[config.mk]
export PLATFORM = sky130hd
export DESIGN_NAME = scan_chain_driver
export DESIGN_NICKNAME = d
export VERILOG_FILES = /design/src/rtl/scan_chain_driver.sv
export SDC_FILE = /design/constraint.sdc
export NUM_CORES = 1
export LEC_CHECK = 0
export ABC_CLOCK_PERIOD_IN_PS = 2600
export CORE_MARGIN = 5
export CORE_UTILIZATION = 54
export DETAILED_ROUTE_END_ITERATION = 16
export DONT_BUFFER_PORTS = 1
export PLACE_DENSITY = 0.66
export SETUP_SLACK_MARGIN = 0.15
export SYNTH_ARGS = -nofsm -noshare
export SYNTH_HDL_FRONTEND = slang
export SYNTH_SLANG_ARGS = --single-unit
[constraint.sdc]
create_clock -name Clk -period 2.6 [get_ports Clk]
set_input_delay 0.39 -clock Clk [delete_from_list [all_inputs] [get_ports Clk]]
set_output_delay 0.39 -clock Clk [all_outputs]
set_load 0.02 [all_outputs]
[src/rtl/scan_chain_driver.sv]
`default_nettype none
// ============================================================================
//  Module      : scan_chain_driver
//  Description : Tester-side initiator for a mux-scan chain. Loads an N-bit
//                pattern, optionally pulses one functional capture, unloads
//                N bits and compares them against an expected vector under a
//                mask. All outputs come straight from flops.
//  Revision    : 1.0 - initial release
// ============================================================================
module scan_chain_driver #(
  parameter int CHAIN_LEN = 3,
  parameter int CW        = $clog2(CHAIN_LEN + 1)
) (
  input  logic                 Clk,
  input  logic                 ClrN,
  input  logic                 start,
  input  logic                 cap_en,
  input  logic [CHAIN_LEN-1:0] pattern,
  input  logic [CHAIN_LEN-1:0] expected,
  input  logic [CHAIN_LEN-1:0] mask,
  output logic                 ready,
  output logic                 tms,
  output logic                 tdi,
  input  logic                 tdo,
  output logic [CHAIN_LEN-1:0] response,
  output logic                 done,
  output logic                 pass
);

  // --------------------------------------------------------------------------
  // State encoding and constants
  // --------------------------------------------------------------------------
  localparam logic [2:0] c_st_idle      = 3'd0;
  localparam logic [2:0] c_st_shift_in  = 3'd1;
  localparam logic [2:0] c_st_capture   = 3'd2;
  localparam logic [2:0] c_st_shift_out = 3'd3;
  localparam logic [2:0] c_st_done      = 3'd4;

  // Terminal count of every shift phase.
  localparam logic [CW-1:0] c_last = CW'(CHAIN_LEN - 1);
  localparam logic [CW-1:0] c_one  = CW'(1);

  // --------------------------------------------------------------------------
  // Registers
  // --------------------------------------------------------------------------
  logic [2:0]           r_state;
  logic [CW-1:0]        r_cnt;
  logic [CHAIN_LEN-1:0] r_pat;
  logic [CHAIN_LEN-1:0] r_exp;
  logic [CHAIN_LEN-1:0] r_mask;
  logic                 r_cap;
  logic [CHAIN_LEN-1:0] r_sh;
  logic [CHAIN_LEN-1:0] r_resp;
  logic                 r_pass;
  logic                 r_ready;
  logic                 r_tms;
  logic                 r_tdi;
  logic                 r_done;

  // --------------------------------------------------------------------------
  // Combinational signals
  // --------------------------------------------------------------------------
  logic [2:0]           w_state_nxt;
  logic [CW-1:0]        w_cnt_nxt;
  logic                 w_accept;
  logic                 w_last;
  logic                 w_ready_nxt;
  logic                 w_tms_nxt;
  logic                 w_tdi_nxt;
  logic                 w_done_nxt;
  logic [CHAIN_LEN-1:0] w_tdi_src;
  logic [CW-1:0]        w_tdi_idx;
  logic [CHAIN_LEN:0]   w_unload_ext;
  logic [CHAIN_LEN-1:0] w_unload;
  logic                 w_pass_nxt;

  // A request is only taken while idle; anything else is dropped.
  assign w_accept = (r_state == c_st_idle) && start;
  assign w_last   = (r_cnt == c_last);

  // Unload shifter with the current tdo appended: the first sample ends up
  // in the MSB, the last one in bit 0. The extra bit keeps N=1 well formed.
  assign w_unload_ext = {r_sh, tdo};
  assign w_unload     = w_unload_ext[CHAIN_LEN-1:0];
  assign w_pass_nxt   = ~|((w_unload ^ r_exp) & r_mask);

  // State and phase counter register.
  always_ff @(posedge Clk or negedge ClrN) begin
    if (!ClrN) begin
      r_state <= c_st_idle;
      r_cnt   <= '0;
    end else begin
      r_state <= w_state_nxt;
      r_cnt   <= w_cnt_nxt;
    end
  end

  // Next-state logic: each shift phase lasts exactly CHAIN_LEN cycles and the
  // counter restarts from zero whenever the phase changes.
  always_comb begin
    w_state_nxt = r_state;
    w_cnt_nxt   = r_cnt;
    case (r_state)
      c_st_idle: begin
        w_cnt_nxt = '0;
        if (start) begin
          w_state_nxt = c_st_shift_in;
        end
      end
      c_st_shift_in: begin
        if (w_last) begin
          w_state_nxt = r_cap ? c_st_capture : c_st_shift_out;
          w_cnt_nxt   = '0;
        end else begin
          w_cnt_nxt = r_cnt + c_one;
        end
      end
      c_st_capture: begin
        w_state_nxt = c_st_shift_out;
        w_cnt_nxt   = '0;
      end
      c_st_shift_out: begin
        if (w_last) begin
          w_state_nxt = c_st_done;
          w_cnt_nxt   = '0;
        end else begin
          w_cnt_nxt = r_cnt + c_one;
        end
      end
      c_st_done: begin
        w_state_nxt = c_st_idle;
        w_cnt_nxt   = '0;
      end
      default: begin
        w_state_nxt = c_st_idle;
        w_cnt_nxt   = '0;
      end
    endcase
  end

  // Output decode of the upcoming state, so the pins are registered and line
  // up with the state they belong to. On the accept edge the pattern is not
  // latched yet, so the first scan bit is taken from the input port.
  always_comb begin
    w_tdi_src   = w_accept ? pattern : r_pat;
    w_tdi_idx   = c_last - w_cnt_nxt;
    w_ready_nxt = (w_state_nxt == c_st_idle);
    w_tms_nxt   = (w_state_nxt == c_st_shift_in) || (w_state_nxt == c_st_shift_out);
    w_tdi_nxt   = 1'b0;
    if (w_state_nxt == c_st_shift_in) begin
      w_tdi_nxt = w_tdi_src[w_tdi_idx];
    end
    w_done_nxt  = (w_state_nxt == c_st_done);
  end

  // Registered chain-control and handshake outputs.
  always_ff @(posedge Clk or negedge ClrN) begin
    if (!ClrN) begin
      r_ready <= 1'b1;
      r_tms   <= 1'b0;
      r_tdi   <= 1'b0;
      r_done  <= 1'b0;
    end else begin
      r_ready <= w_ready_nxt;
      r_tms   <= w_tms_nxt;
      r_tdi   <= w_tdi_nxt;
      r_done  <= w_done_nxt;
    end
  end

  // Capture the request operands on accept; inputs are don't-care afterwards.
  always_ff @(posedge Clk or negedge ClrN) begin
    if (!ClrN) begin
      r_pat  <= '0;
      r_exp  <= '0;
      r_mask <= '0;
      r_cap  <= 1'b0;
    end else if (w_accept) begin
      r_pat  <= pattern;
      r_exp  <= expected;
      r_mask <= mask;
      r_cap  <= cap_en;
    end
  end

  // Sample tdo on every unload edge and publish the result on the edge that
  // enters DONE; the result is cleared when the next request is accepted.
  always_ff @(posedge Clk or negedge ClrN) begin
    if (!ClrN) begin
      r_sh   <= '0;
      r_resp <= '0;
      r_pass <= 1'b0;
    end else if (w_accept) begin
      r_sh   <= '0;
      r_resp <= '0;
      r_pass <= 1'b0;
    end else if (r_state == c_st_shift_out) begin
      r_sh <= w_unload;
      if (w_last) begin
        r_resp <= w_unload;
        r_pass <= w_pass_nxt;
      end
    end
  end

  assign ready    = r_ready;
  assign tms      = r_tms;
  assign tdi      = r_tdi;
  assign done     = r_done;
  assign response = r_resp;
  assign pass     = r_pass;

endmodule
`default_nettype wire
==> results.json, run 1 <==
{
  "status": "complete, no violations",
  "crit_end": "tdi$_DFF_PN0_",
  "holdWs_ns": 0.2255,
  "synth_compound_gate_area_share_pct": 4.502,
  "drt-initial-drc-count": 7,
  "syn_nets": 94,
  "synth_xor_area_share_pct": 3.318,
  "die_h_um": 54.22,
  "cp.arrival_ns": 2.22,
  "post-cts-setup-buffers": 0,
  "yosys.area_share.simple_pct": 13.39,
  "worstPathRequired_ns": 2.80,
  "ys_ff_latch": 25,
  "synthCells": 80,
  "gp_congestion": 0.7762,
  "slew_viol_final": 0,
  "critPathMaxFanout": 9,
  "hold_class": "in2reg",
  "cts.sinks": 25,
  "synth.distinct_cells": 23,
  "grt_pass1_vias": 655,
  "post-route-min-period_ns": 2.015,
  "synthFlopType": "dfrtp_1",
  "ir_drop_v": 0.0005849,
  "io_buffer_count": 0,
  "dpl_worst_slack_ns": 0.5584,
  "tightest_slew_ns": 0.4627,
  "die_w_um": 54.22,
  "relSlewSlack_pct": 68.74,
  "htreeDepth": 1,
  "startpoint_type": "flip-flop",
  "skew_ns": 0.004733,
  "utilization_pct": 58.66,
  "routed_via_density": 5.459,
  "numCtsBuffers": 3,
  "yosys_warnings": 0,
  "reg2reg_depth": 4,
  "antenna_found_initial": 0,
  "rr_startpoint": "r_state[2]$_DFF_PN0_",
  "firstDrtPassIters": 4,
  "nNetsFinal": 97,
  "diodes": 0,
  "die-area_sq_um": 2940,
  "p_per_area_nw_per_um2": 1147,
  "yosysSeqAreaShare_pct": 59.36,
  "ant_nets": 0,
  "fin_ws_ns": 0.5851,
  "vias": 595,
  "fmax_mhz": 496.3,
  "cts.path.max_buffers": 2,
  "drive_gt1_share_pct": 24.39,
  "fin_crit_sh_pct": 77.50,
  "grt_pass1_wl_mm": 3.042,
  "synth-async-reset-ratio_pct": 100.0,
  "cts.clk_slew.worst_paths_ns": 0.13,
  "crit_start": "r_state[2]$_DFF_PN0_",
  "drv_cap": 0,
  "io_pins": 22,
  "total_power_uw": 1293,
  "synth_edf_count": 0,
  "cts_tree": "done",
  "crit_path_end_kind": "flip-flop",
  "grt_max_degree": 26,
  "synth_area_sq_um": 1056,
  "synth_mux_area_share_pct": 16.47,
  "synthAdderAreaFrac_pct": 0,
  "avgSynthCellArea_sq_um": 13.20,
  "setup_tns_ns": 0,
  "start_util_pct": 54.95,
  "criticalPathCategory": "reg2reg",
  "gr-total-overflow": 0,
  "hpwlAfterDp_mm": 1.298,
  "rr_endpoint": "tdi$_DFF_PN0_",
  "rows": 16,
  "clock-root-buffer": "clkbuf_4",
  "drc": 0,
  "track_usage_pct": 14.26,
  "p_leak_uw": 0.0005004,
  "finalWirelength_mm": 1.749,
  "rsz0062_at_grt": "no",
  "coreArea_sq_um": 1922,
  "clk_latency_ns": 0.30,
  "finalSetupViolCount": 0,
  "synth_top_family_by_area": "multiplexers",
  "hold_violations": 0,
  "worst-r2r-setup-slack_ns": 0.59,
  "wire_per_inst_um": 16.05,
  "area_growth_pct": 6.753
}
==> worst max-delay path, cell delays in order, from the launching register on <==
cell and delay [ns]:
dfrtp_1 0.50, nor4b_4 0.53, mux2_2 0.40, mux2_2 0.26, a32o_1 0.21
==> per-stage QoR <==
step	cell area (sq um)	cells
global placement	1070	103
finish	1127	109
global route	1127	109
CTS	1127	109
floorplan	1056	80
detailed placement	1070	103
==> synth_stat cells, types with 2 or more instances <==
cell	n	area, sq um
dfrtp_1	24	600.6
o22a_1	2	17.52
a21oi_1	2	10.01
buf_2	3	15.01
nor2_1	12	45.04
mux2i_1	5	50.05
xor2_1	3	26.28
nor3_1	2	10.01
mux2_2	11	123.9
and3b_1	3	26.28
==> layout by cell type (no fill, tap or decap), drive strengths merged, types with 2 or more instances in the layout <==
cell,count
a21oi,2
nor4b,2
nor3,2
and3b,3
mux2i,5
dfrtp,24
mux2,11
clkbuf,3
o22a,2
buf,2
xor2,3
nor2,12
==> where the power goes <==
group	switching (uW)	internal [uW]
Clock	106	57.2
Combinational	163	223
Sequential	186	557
Total	456	837
==> kinds of logic (layout without fill, tap and decap cells) <==
group,after synthesis,count (layout)
AOI/OAI and AO/OA,6,6
muxes,16,16
buffers and inverters,6,8
xor gates and xnor gates,4,4
and+or+nand+nor,23,23
DFF,25,25
==> worst min-delay path by stage <==
stage | from | cells after the start | end
CTS | expected[0] | 1 | r_exp[0]$_DFFE_PN0P_
detailed placement | ClrN | 0 | response[2]$_DFFE_PN0P_
global route | mask[0] | 1 | r_mask[0]$_DFFE_PN0P_
floorplan | ClrN | 0 | done$_DFF_PN0_
global placement | ClrN | 0 | response[1]$_DFFE_PN0P_
finish | expected[0] | 1 | r_exp[0]$_DFFE_PN0P_
==> registers in the layout, indices dropped and copies added, names as in the netlist <==
name,count
r_cap,1
pass,1
r_exp,3
r_mask,3
r_sh,2
ready,1
r_cnt,2
done,1
r_pat,3
response,3
tdi,1
tms,1
r_state,3
==> cell type report <==
class	count	area, sq um
flip-flops and latches	25	626.9
repair buffers	3	37.54
inverters	1	3.754
fillers	170	794.5
clock buffers	3	22.52
multi-input cells	49	397.9
well taps	27	33.78
clock inverters	1	5.005
==> metal layers <==
layer	track usage (%)	wire length [um]
met4	3.734	13
met3	4.905	132
met1	18.52	776
met2	22.71	826
met5	0	0
==> repair_timing <==
item / in CTS / in global routing
endpoints found under the hold margin: 25 / 0
resized for setup: 0 / 0
hold buffers: 2 / 0
Note: power is estimated with default switching activity, not from simulation.
==> run 2, diff against run 1 <==
ABC_CLOCK_PERIOD_IN_PS = 2000   (was 2600)
clock period = 2 ns   (was 2.6 ns; I/O delays follow)
==> results.json, run 2 (synthesis results as in run 1) <==
{
  "die_h_um": 54.22,
  "grt_max_degree": 26,
  "gr-total-overflow": 0,
  "clock-root-buffer": "clkbuf_4",
  "finalWirelength_mm": 1.813,
  "setup_tns_ns": 0,
  "cts.sinks": 25,
  "firstDrtPassIters": 5,
  "vias": 611,
  "fillCellCount": 169,
  "hold_violations": 0,
  "startpoint_type": "flip-flop",
  "die_w_um": 54.22,
  "rsz0062_at_grt": "no",
  "hold_class": "in2reg",
  "coreArea_sq_um": 1922,
  "start_util_pct": 54.95,
  "p_per_area_nw_per_um2": 1493,
  "drive_gt1_share_pct": 27.06,
  "crit_start": "r_state[1]$_DFF_PN0_",
  "relSlewSlack_pct": 70.54,
  "antenna_found_initial": 0,
  "grt_pass1_wl_mm": 3.084,
  "critPathMaxFanout": 8,
  "cts_tree": "done",
  "fmax_mhz": 559.8,
  "htreeDepth": 1,
  "hold-path-cell-count": 1,
  "final_cell_mix": "dfrtp_1, nor2_1, mux2_2, mux2i_1, buf_4",
  "io_buffer_count": 0,
  "routed_via_density": 5.455,
  "cp_common_cell": "mux2_2",
  "rows": 16,
  "area_growth_pct": 8.886,
  "worst-path-buf-inv": 0,
  "cts.path.max_buffers": 2,
  "final_common_cell": "dfrtp_1",
  "ir_drop_v": 0.0007441,
  "worstPathRequired_ns": 2.21,
  "drt-initial-drc-count": 10,
  "nNetsFinal": 100,
  "cp_cell_sequence": "nor4b_4 > mux2_2 > mux2_2 > a32o_1",
  "tightest_slew_ns": 0.4358,
  "criticalPathCategory": "reg2reg",
  "crit_slowest_cell": "dfrtp_2",
  "numCtsBuffers": 3,
  "cp.depth": 4,
  "io_pins": 22,
  "hpwlAfterDp_mm": 1.264,
  "ant_nets": 0,
  "reg2reg_depth": 4,
  "fin_crit_sh_pct": 89.32,
  "cts.clk_slew.worst_paths_ns": 0.13,
  "p_leak_uw": 0.0005117,
  "min_from": "expected[2]",
  "drv_cap": 0,
  "slowest_delay_ns": 0.49,
  "dp_cells": 105,
  "slew_viol_final": 0,
  "rr_startpoint": "r_state[1]$_DFF_PN0_",
  "skew_ns": 0.001774,
  "worst-r2r-setup-slack_ns": 0.21,
  "diodes": 0,
  "gp_congestion": 0.7893,
  "ff_latch_area_sq_um": 628.1,
  "cp.arrival_ns": 2.00,
  "crit_path_end_kind": "flip-flop",
  "multi_input_comb_area_sq_um": 397.9,
  "status": "complete, no violations",
  "layout.cells.non_filler": 112,
  "wire_per_inst_um": 16.19,
  "post-route-min-period_ns": 1.786,
  "rr_endpoint": "tdi$_DFF_PN0_",
  "die-area_sq_um": 2940,
  "track_usage_pct": 14.77,
  "grt_pass1_vias": 640,
  "finalSetupViolCount": 0,
  "worstHoldEndpoint": "r_exp[2]$_DFFE_PN0P_",
  "critical_path.top_delay_family": "multiplexers",
  "clk_latency_ns": 0.31,
  "drc": 0
}
[run 2: metrics by stage]
stage / hold WS (ns) / power [uW] / setup WS, ns / util (%) / instance area (sq um)
after floorplan: 0.004409 / 1371 / 0.1946 / - / 1056
after global placement: 0.005005 / 1467 / 0.2128 / 56.45 / 1085
after detailed placement: 0.005083 / 1481 / 0.1274 / 56.45 / 1085
after CTS: 0.1140 / 1727 / 0.1601 / 59.83 / 1150
after global routing: 0.1021 / 1843 / 0.1577 / 59.83 / 1150
final: 0.1243 / 1717 / 0.2137 / 59.83 / 1150
[run 2: per-layer routing]
| layer | track usage [%] | share of wire [%] |
|---|---|---|
| met1 | 20.42 | 45 |
| met3 | 4.360 | 8.1 |
| met5 | 0 | 0 |
| met4 | 6.224 | 0 |
| met2 | 21.51 | 46 |
[run 2: worst max-delay path by stage]
stage and to:
4_1_cts tdi$_DFF_PN0_, 2_1_floorplan tdi$_DFF_PN0_, 3_3_place_gp tdi$_DFF_PN0_, 5_1_grt tdi$_DFF_PN0_, 3_5_place_dp tdi$_DFF_PN0_, 6_report tdi$_DFF_PN0_
[run 2: layout make-up]
cell class | count | area share (%)
timing repair buffer | 6 | 5.223
inverter | 1 | 0.3264
multi-input combinational | 49 | 34.60
clock buffer | 4 | 2.285
sequential | 25 | 54.62
tap | 27 | 2.938
[run 2: repair_timing]
action,CTS,global route
endpoints found under the hold margin,25,0
pin swaps,1,1
resized for setup,1,0
hold buffers,2,0
setup buffers,1,0
endpoints found under the setup margin,1,1
[run 2: power breakdown]
| part | leakage, uW | internal [uW] | total (uW) | switching (uW) |
|---|---|---|---|---|
| clock | 0.0000150 | 77.9 | 225 | 147 |
| combinational | 0.000195 | 306 | 540 | 234 |
| sequential | 0.000302 | 727 | 952 | 226 |
